[src/rtl/adder_sub_pkg.sv]
`default_nettype none
// ============================================================================
//  Module   : adder_sub_pkg
//  Purpose  : Shared types and helpers for the pipelined signed adder/subtractor.
//             mode_t  - operation select (wrap/saturate x add/sub)
//             res_t   - one result word as carried through the pipeline
//             sat_limits() - signed MAX/MIN for a given operand width
//  Revision : 1.0  initial release
// ============================================================================
package adder_sub_pkg;

    // Widest operand the shared result struct can carry; narrower instances
    // use the low WIDTH bits of the Out field.
    localparam int c_RES_MAX_W = 64;

    typedef enum logic [1:0] {
        ADD_W = 2'b00,
        SUB_W = 2'b01,
        ADD_S = 2'b10,
        SUB_S = 2'b11
    } mode_t;

    typedef struct packed {
        logic [c_RES_MAX_W-1:0] Out;
        logic                   over;
        logic                   carry;
    } res_t;

    typedef struct packed {
        logic [c_RES_MAX_W-1:0] max_v;
        logic [c_RES_MAX_W-1:0] min_v;
    } sat_lim_t;

    // Signed limits for a two's-complement word of the given width:
    // min = 1 << (width-1), max = min - 1 (both confined to the low width bits).
    function automatic sat_lim_t sat_limits(input int width);
        sat_lim_t lim;
        lim.min_v             = '0;
        lim.min_v[width-1]    = 1'b1;
        lim.max_v             = '0;
        for (int i = 0; i < width - 1; i++) begin
            lim.max_v[i] = 1'b1;
        end
        return lim;
    endfunction

endpackage : adder_sub_pkg
`default_nettype wire

[src/rtl/adder_sub_core.sv]
`default_nettype none
// ============================================================================
//  Module   : adder_sub_core
//  Purpose  : Combinational WIDTH-bit signed add/subtract with optional
//             saturation, producing Out / over / carry in a res_t word.
//  Ports    : op1, op2 [WIDTH] - signed operands
//             mode     [2]     - ADD_W, SUB_W, ADD_S, SUB_S
//             res      res_t   - Out (low WIDTH bits), over, carry
//  Revision : 1.0  initial release
// ============================================================================
module adder_sub_core
    import adder_sub_pkg::*;
#(
    parameter int WIDTH = 16
) (
    input  logic [WIDTH-1:0] op1,
    input  logic [WIDTH-1:0] op2,
    input  mode_t            mode,
    output res_t             res
);

    localparam sat_lim_t c_LIM = sat_limits(WIDTH);

    logic             w_sub;
    logic             w_sat;
    logic [WIDTH-1:0] w_b_eff;
    logic [WIDTH:0]   w_sum;
    logic             w_over;

    always_comb begin
        w_sub   = (mode == SUB_W) || (mode == SUB_S);
        w_sat   = (mode == ADD_S) || (mode == SUB_S);
        // Subtraction as op1 + ~op2 + 1, so bit WIDTH is the no-borrow flag.
        w_b_eff = w_sub ? ~op2 : op2;
        w_sum   = {1'b0, op1} + {1'b0, w_b_eff} + {{WIDTH{1'b0}}, w_sub};
        // Overflow: like-signed addends whose sum flips sign.
        w_over  = (op1[WIDTH-1] == w_b_eff[WIDTH-1]) &&
                  (w_sum[WIDTH-1] != op1[WIDTH-1]);

        res       = '0;
        res.over  = w_over;
        res.carry = w_sum[WIDTH];
        if (w_sat && w_over) begin
            // The exact result always lies on the side of op1's sign.
            res.Out[WIDTH-1:0] = op1[WIDTH-1] ? c_LIM.min_v[WIDTH-1:0]
                                              : c_LIM.max_v[WIDTH-1:0];
        end else begin
            res.Out[WIDTH-1:0] = w_sum[WIDTH-1:0];
        end
    end

endmodule : adder_sub_core
`default_nettype wire

[src/rtl/adder_sub_pipe.sv]
`default_nettype none
// ============================================================================
//  Module   : adder_sub_pipe
//  Purpose  : LAT-stage pipelined signed adder/subtractor with valid/ready
//             flow control, per-stage bubble collapse and a saturating
//             overflow event counter.
//  Ports    : clk, rst_n            - clock, async active-low reset
//             in_valid / in_ready   - input handshake (op1, op2, mode)
//             out_valid / out_ready - output handshake (Out, over, carry)
//             ovf_cnt [CNT_W]       - delivered results with over=1 (sticky max)
//             cnt_clr               - synchronous clear of ovf_cnt
//  Revision : 1.0  initial release
// ============================================================================
module adder_sub_pipe
    import adder_sub_pkg::*;
#(
    parameter int WIDTH = 16,   // 2..64
    parameter int LAT   = 2,    // 1..4
    parameter int CNT_W = 8
) (
    input  logic             clk,
    input  logic             rst_n,
    input  logic             in_valid,
    output logic             in_ready,
    input  logic [WIDTH-1:0] op1,
    input  logic [WIDTH-1:0] op2,
    input  logic [1:0]       mode,
    output logic             out_valid,
    input  logic             out_ready,
    output logic [WIDTH-1:0] Out,
    output logic             over,
    output logic             carry,
    output logic [CNT_W-1:0] ovf_cnt,
    input  logic             cnt_clr
);

    res_t             w_core_res;
    res_t             w_up_res [1:LAT];   // value offered to each stage
    logic [LAT:1]     w_up_vld;
    logic [LAT:1]     w_rdy;              // stage i may load this cycle
    logic             w_full_tail;
    logic             w_accept;
    logic             w_ovf_evt;

    res_t             r_res    [1:LAT];
    logic [LAT:1]     r_vld;
    logic             r_init;             // holds off in_ready until the first clock after reset
    logic [CNT_W-1:0] r_ovf_cnt;

    adder_sub_core #(
        .WIDTH (WIDTH)
    ) u_core (
        .op1  (op1),
        .op2  (op2),
        .mode (mode_t'(mode)),
        .res  (w_core_res)
    );

    // Stage i can load unless it and every stage after it are full while the
    // consumer is stalling. Equivalent to rdy[i] = !v[i] || rdy[i+1] unrolled,
    // written without a self-referencing vector.
    always_comb begin
        w_rdy       = '0;
        w_full_tail = 1'b1;
        for (int i = LAT; i >= 1; i--) begin
            w_full_tail = w_full_tail && r_vld[i];
            w_rdy[i]    = !w_full_tail || out_ready;
        end
    end

    assign in_ready = r_init && w_rdy[1];
    assign w_accept = in_valid && in_ready;

    always_comb begin
        w_up_vld = '0;
        for (int i = 1; i <= LAT; i++) begin
            w_up_res[i] = '0;
        end
        w_up_vld[1] = w_accept;
        w_up_res[1] = w_core_res;
        for (int i = 2; i <= LAT; i++) begin
            w_up_vld[i] = r_vld[i-1];
            w_up_res[i] = r_res[i-1];
        end
    end

    assign w_ovf_evt = r_vld[LAT] && out_ready && r_res[LAT].over;

    always_ff @(posedge clk or negedge rst_n) begin
        if (!rst_n) begin
            r_init    <= 1'b0;
            r_vld     <= '0;
            r_ovf_cnt <= '0;
            for (int i = 1; i <= LAT; i++) begin
                r_res[i] <= '0;
            end
        end else begin
            r_init <= 1'b1;
            for (int i = 1; i <= LAT; i++) begin
                if (w_rdy[i]) begin
                    r_vld[i] <= w_up_vld[i];
                    // Data only moves with a valid word, so a drained output
                    // keeps showing the last delivered result.
                    if (w_up_vld[i]) begin
                        r_res[i] <= w_up_res[i];
                    end
                end
            end

            if (cnt_clr) begin
                r_ovf_cnt <= w_ovf_evt ? CNT_W'(1) : '0;
            end else if (w_ovf_evt && (r_ovf_cnt != '1)) begin
                r_ovf_cnt <= r_ovf_cnt + CNT_W'(1);
            end
        end
    end

    assign out_valid = r_vld[LAT];
    assign Out       = r_res[LAT].Out[WIDTH-1:0];
    assign over      = r_res[LAT].over;
    assign carry     = r_res[LAT].carry;
    assign ovf_cnt   = r_ovf_cnt;

    // Upper bits of the shared result struct are constant zero here.
    if (WIDTH < c_RES_MAX_W) begin : g_pad_unused
        logic w_unused_pad;
        assign w_unused_pad = ^r_res[LAT].Out[c_RES_MAX_W-1:WIDTH];
    end

endmodule : adder_sub_pipe
`default_nettype wire

[config.mk]
export PLATFORM = sky130hd
export DESIGN_NAME = adder_sub_pipe
export DESIGN_NICKNAME = d
export VERILOG_FILES = /design/src/rtl/adder_sub_pkg.sv /design/src/rtl/adder_sub_core.sv /design/src/rtl/adder_sub_pipe.sv
export SDC_FILE = /design/constraint.sdc
export NUM_CORES = 1
export LEC_CHECK = 0
export ABC_CLOCK_PERIOD_IN_PS = 2400
export CELL_PAD_IN_SITES_DETAIL_PLACEMENT = 1
export CELL_PAD_IN_SITES_GLOBAL_PLACEMENT = 1
export CORE_ASPECT_RATIO = 0.5
export CORE_MARGIN = 1.5
export CORE_UTILIZATION = 41
export DETAILED_ROUTE_END_ITERATION = 10
export GPL_TIMING_DRIVEN = 0
export PLACE_DENSITY = 0.86
export SETUP_SLACK_MARGIN = 0.5
export SLEW_MARGIN = 20
export SYNTH_ARGS = -nofsm -noshare
export SYNTH_HDL_FRONTEND = slang
export SYNTH_HIERARCHICAL = 1
export SYNTH_SLANG_ARGS = --single-unit
[constraint.sdc]
create_clock -name clk -period 2.4 [get_ports clk]
set_clock_uncertainty 0.2 [all_clocks]
set_input_delay 0.36 -clock clk [delete_from_list [all_inputs] [get_ports clk]]
set_output_delay 0.36 -clock clk [all_outputs]
set_load 0.1 [all_outputs]
# After elaboration in Yosys (flattened, before gate mapping)
# Index checks and enable logic that the tools add are counted.
[classes]
add_sub_neg = 3
n_eq_ne = 6
n_mux = 6
bitwise_logic = 1
n_reduce_logical = 17
[op_table]
columns = ["cell", "count"]
rows = [
  ["16-bit 2-to-1 mux", 3],
  ["16-bit by 16-bit adder with 17-bit output", 1],
  ["17-bit by 1-bit adder with 17-bit output", 1],
  ["8-bit 2-to-1 mux", 2],
  ["16-bit inverter", 1],
  ["8-bit by 1-bit adder with 8-bit output (second input constant)", 1],
  ["1-bit logical AND", 8],
  ["8-bit != test (second input constant)", 1],
  ["2-bit equality test (second input constant)", 2],
  ["1-bit logical OR", 4],
  ["2-bit AND reduction", 2],
  ["2-bit by 1-bit equality test with 1-bit output (second input constant)", 1],
  ["1-bit zero test", 2],
  ["2-bit nonzero test", 1],
  ["1-bit equality test", 1],
  ["1-bit 2-to-1 mux", 1],
  ["1-bit != test", 1],
]
[word_totals]
register_bits = 47
wordCells = 43

# Logic depth before layout (Yosys ltp)
[logic_depth]
word_depth = 9
depth_mapped = 12

# Hierarchy
# The synthesis kept the hierarchy.
[by_module_without_submodules]
columns = ["module", "instances", "cells_per_inst", "area_each_um2", "seq_area_each_um2"]
rows = [
  ["adder_sub_pipe", 1, 153, 2108.3, 1176.1],
  ["adder_sub_core", 1, 207, 1557.7, 0.0],
]

# Worst setup path after synthesis
# No wires, ideal clock.
[synth_path]
path_kind = "input to register"
from = "input mode[0]"
to = "register r_res[74] (netlist name)"
arrival_time_ps = 2836
t_required_ps = 2075
path_slack_ps = -761
stages = 12
cell_sequence = "buf_6 > clkbuf_1 > xor2_1 > ha_1 > o21ai_0 > a211oi_2 > a21oi_2 > a21oi_2 > o221ai_4 > buf_6 > o21ai_1 > mux2_4"
[synth_rtl]
columns = ["item", "line", "rtl"]
rows = [
  ["from (decl)", "adder_sub_pipe.sv:27", "input logic [1:0] mode,"],
  ["to (signal, indexed assignment)", "adder_sub_pipe.sv:105", "r_res[i] <= w_up_res[i];"],
  ["to (decl)", "adder_sub_pipe.sv:45", "res_t r_res [1:LAT];"],
]

==> flow_summary.toml <==
[setup_path]
path_class = "in -> reg"
crit_path_start_kind = "primary input"
end_kind = "register"
cp_common_cell = "buf_4"
cp_max_fo = 4
path_cells = "buf_12 > buf_8 > xor2_4 > inv_2 > fa_2 > nor2b_4 > o2111ai_4 > buf_4 > buf_4 > a211oi_2 > nor2_1 > xor2_1 > o21ai_1 > mux2_4"
rrSetupSlack_ns = 0.48
required_ns = 2.39
slowest_delay_ns = 0.40
worst_path_max_delay_cell = "fa_2"
crit_arrival_ns = 2.84

[global_routing]
grt_pass1_vias = 3300
grt_max_degree = 26
grt_pass1_wl_mm = 18.6
groute.usage.overall_pct = 29.0
grt-ovfl-total = 0
antenna_found_initial = 0

[yosys]
syn_inst = 311
syn_nets = 367
avgSynthCellArea_um2 = 10.6
yosysWarnings = 6
netlist_area_um2 = 3300

[worst_hold_path]
hold_path.class = "reg -> reg"

[detailed_routing]
dr.pass1.iters = 5
drcViolationCount = 0
routedWlPerCell_um = 26.3
vias = 3110
vias_per_cell = 5.86
drt-initial-drc-count = 223
drtAntennaViolNets = 0
routed_wl_mm = 14.0

[placed_design]
hpwl_mm = 6.68
gp_congestion = 0.935
port_buffers = 65

[pwr]
irDropWorstVdd_mv = 0.526
power_mw = 5.28
power_per_cell_area_nw_per_um2 = 1030
leakage_nw = 2.20

[clock_tree]
cts_tree = "yes"
numCtsBuffers = 5
h-tree-depth = 2
root_buffer = "clkbuf_16"
clkLatencyLatePin_ns = 0.30
clock_path_buffers = 2
cts.clk_slew.worst_paths_ns = 0.08
cts.sinks = 47

[die]
die_w_um = 130
dieArea_um2 = 8630
start_util_pct = 43.6
die-height_um = 66.5
core_um2 = 7570
num_rows = 22
pin_count = 67

[timing]
worst_slew_margin_rel_pct = 57.6
setup_ws_ns = -0.456
grt_setup_unrepaired = "true"
hold_viol_final = 0
period_share_pct = 119
slew_violations = 0
finalSetupViolations = 18
max_clock_freq_mhz = 350
fin_crit_ns = 2.86
whs_ns = 0.321
worstMarginPinSlew_ns = 0.635

[final_layout]
final_common_cell = "buf_4"
syn2layout_area_growth_pct = 55.7
layout_common_cells = "buf_4, dfrtp_1, mux2_4, xor2_1, clkdlybuf4s50_1"
drive_above_1_share_pct = 50.1
n_antenna_cell = 0
fin_nets = 478

[run]
maxCapViolations = 0

[run_status]
violations = "setup timing"
status = "complete, but fails checks"
path summary, 6_finish.rpt:
check                        endpoint       start  depth (start not counted)
min                         r_res[72]   r_res[72]                          1
max reg2reg                ovf_cnt[5]  ovf_cnt[1]                          5
min in group asynchronous   r_res[67]       rst_n                          2
min reg2reg                 r_res[72]   r_res[72]                          1
max in group asynchronous      Out[9]       rst_n                          3
max                         r_res[78]     mode[0]                         14
metrics by stage:
stage          std cells  setup slack, ns  cell area [um2]  setup TNS, ns  utilization (%)
3_5_place_dp         485            -1.06             4230         -16.89             55.9
3_3_place_gp         484           -0.934             4210         -38.89             55.6
6_report             531           -0.456             5140          -6.92             67.9
4_1_cts              520           -0.329             4860          -4.39             64.2
2_1_floorplan        311           -0.409             3420          -6.20                -
5_1_grt              531           -0.505             5140          -7.58             67.9
registers in the layout (all words and copies together) (netlist names):
name,count
Out,16
carry,1
over,1
ovf_cnt,8
r_init,1
r_res,18
r_vld,2
worst max-delay path, delay by kind of cell:
kind                       cells  cell delay (ns)
and+or+nand+nor                2             0.27
muxes                          1             0.27
adders and majority gates      1             0.40
xor gates and xnor gates       2             0.44
buffers and inverters          5             0.60
AOI/OAI and AO/OA              3             0.48
layer usage:
metal / wire length, um / part of all wire, % / track usage [%]
met5: 0 / 0 / 0
met4: 529 / 3.8 / 13.9
met3: 665 / 4.8 / 5.30
met2: 7090 / 51 / 53.3
met1: 5680 / 41 / 33.2
where the power goes:
part | internal [mW] | switching (mW) | total (mW)
registers | 1.09 | 0.256 | 1.35
clock network | 0.390 | 0.324 | 0.714
logic | 1.11 | 2.10 | 3.22
area by class of cell:
| cell class | instances | area [um2] |
|---|---|---|
| repair buffers | 104 | 975 |
| clock buffers | 5 | 125 |
| well taps | 108 | 135 |
| multi-input cells | 230 | 2390 |
| flip-flops and latches | 47 | 1200 |
| fillers | 745 | 2430 |
| inverters | 7 | 26.3 |
| plain buffers | 27 | 259 |
| clock inverters | 3 | 22.5 |
what timing repair did:
action                                  CTS  global route
endpoints found under the setup margin   58            38
resized for setup                       165            64
gates cloned                              1             0
pin swaps                                43            31
buffers inserted                         25            11
hold endpoints to repair                 24             0
hold buffers                              1             0
Note: power is estimated with default switching activity, not from simulation.
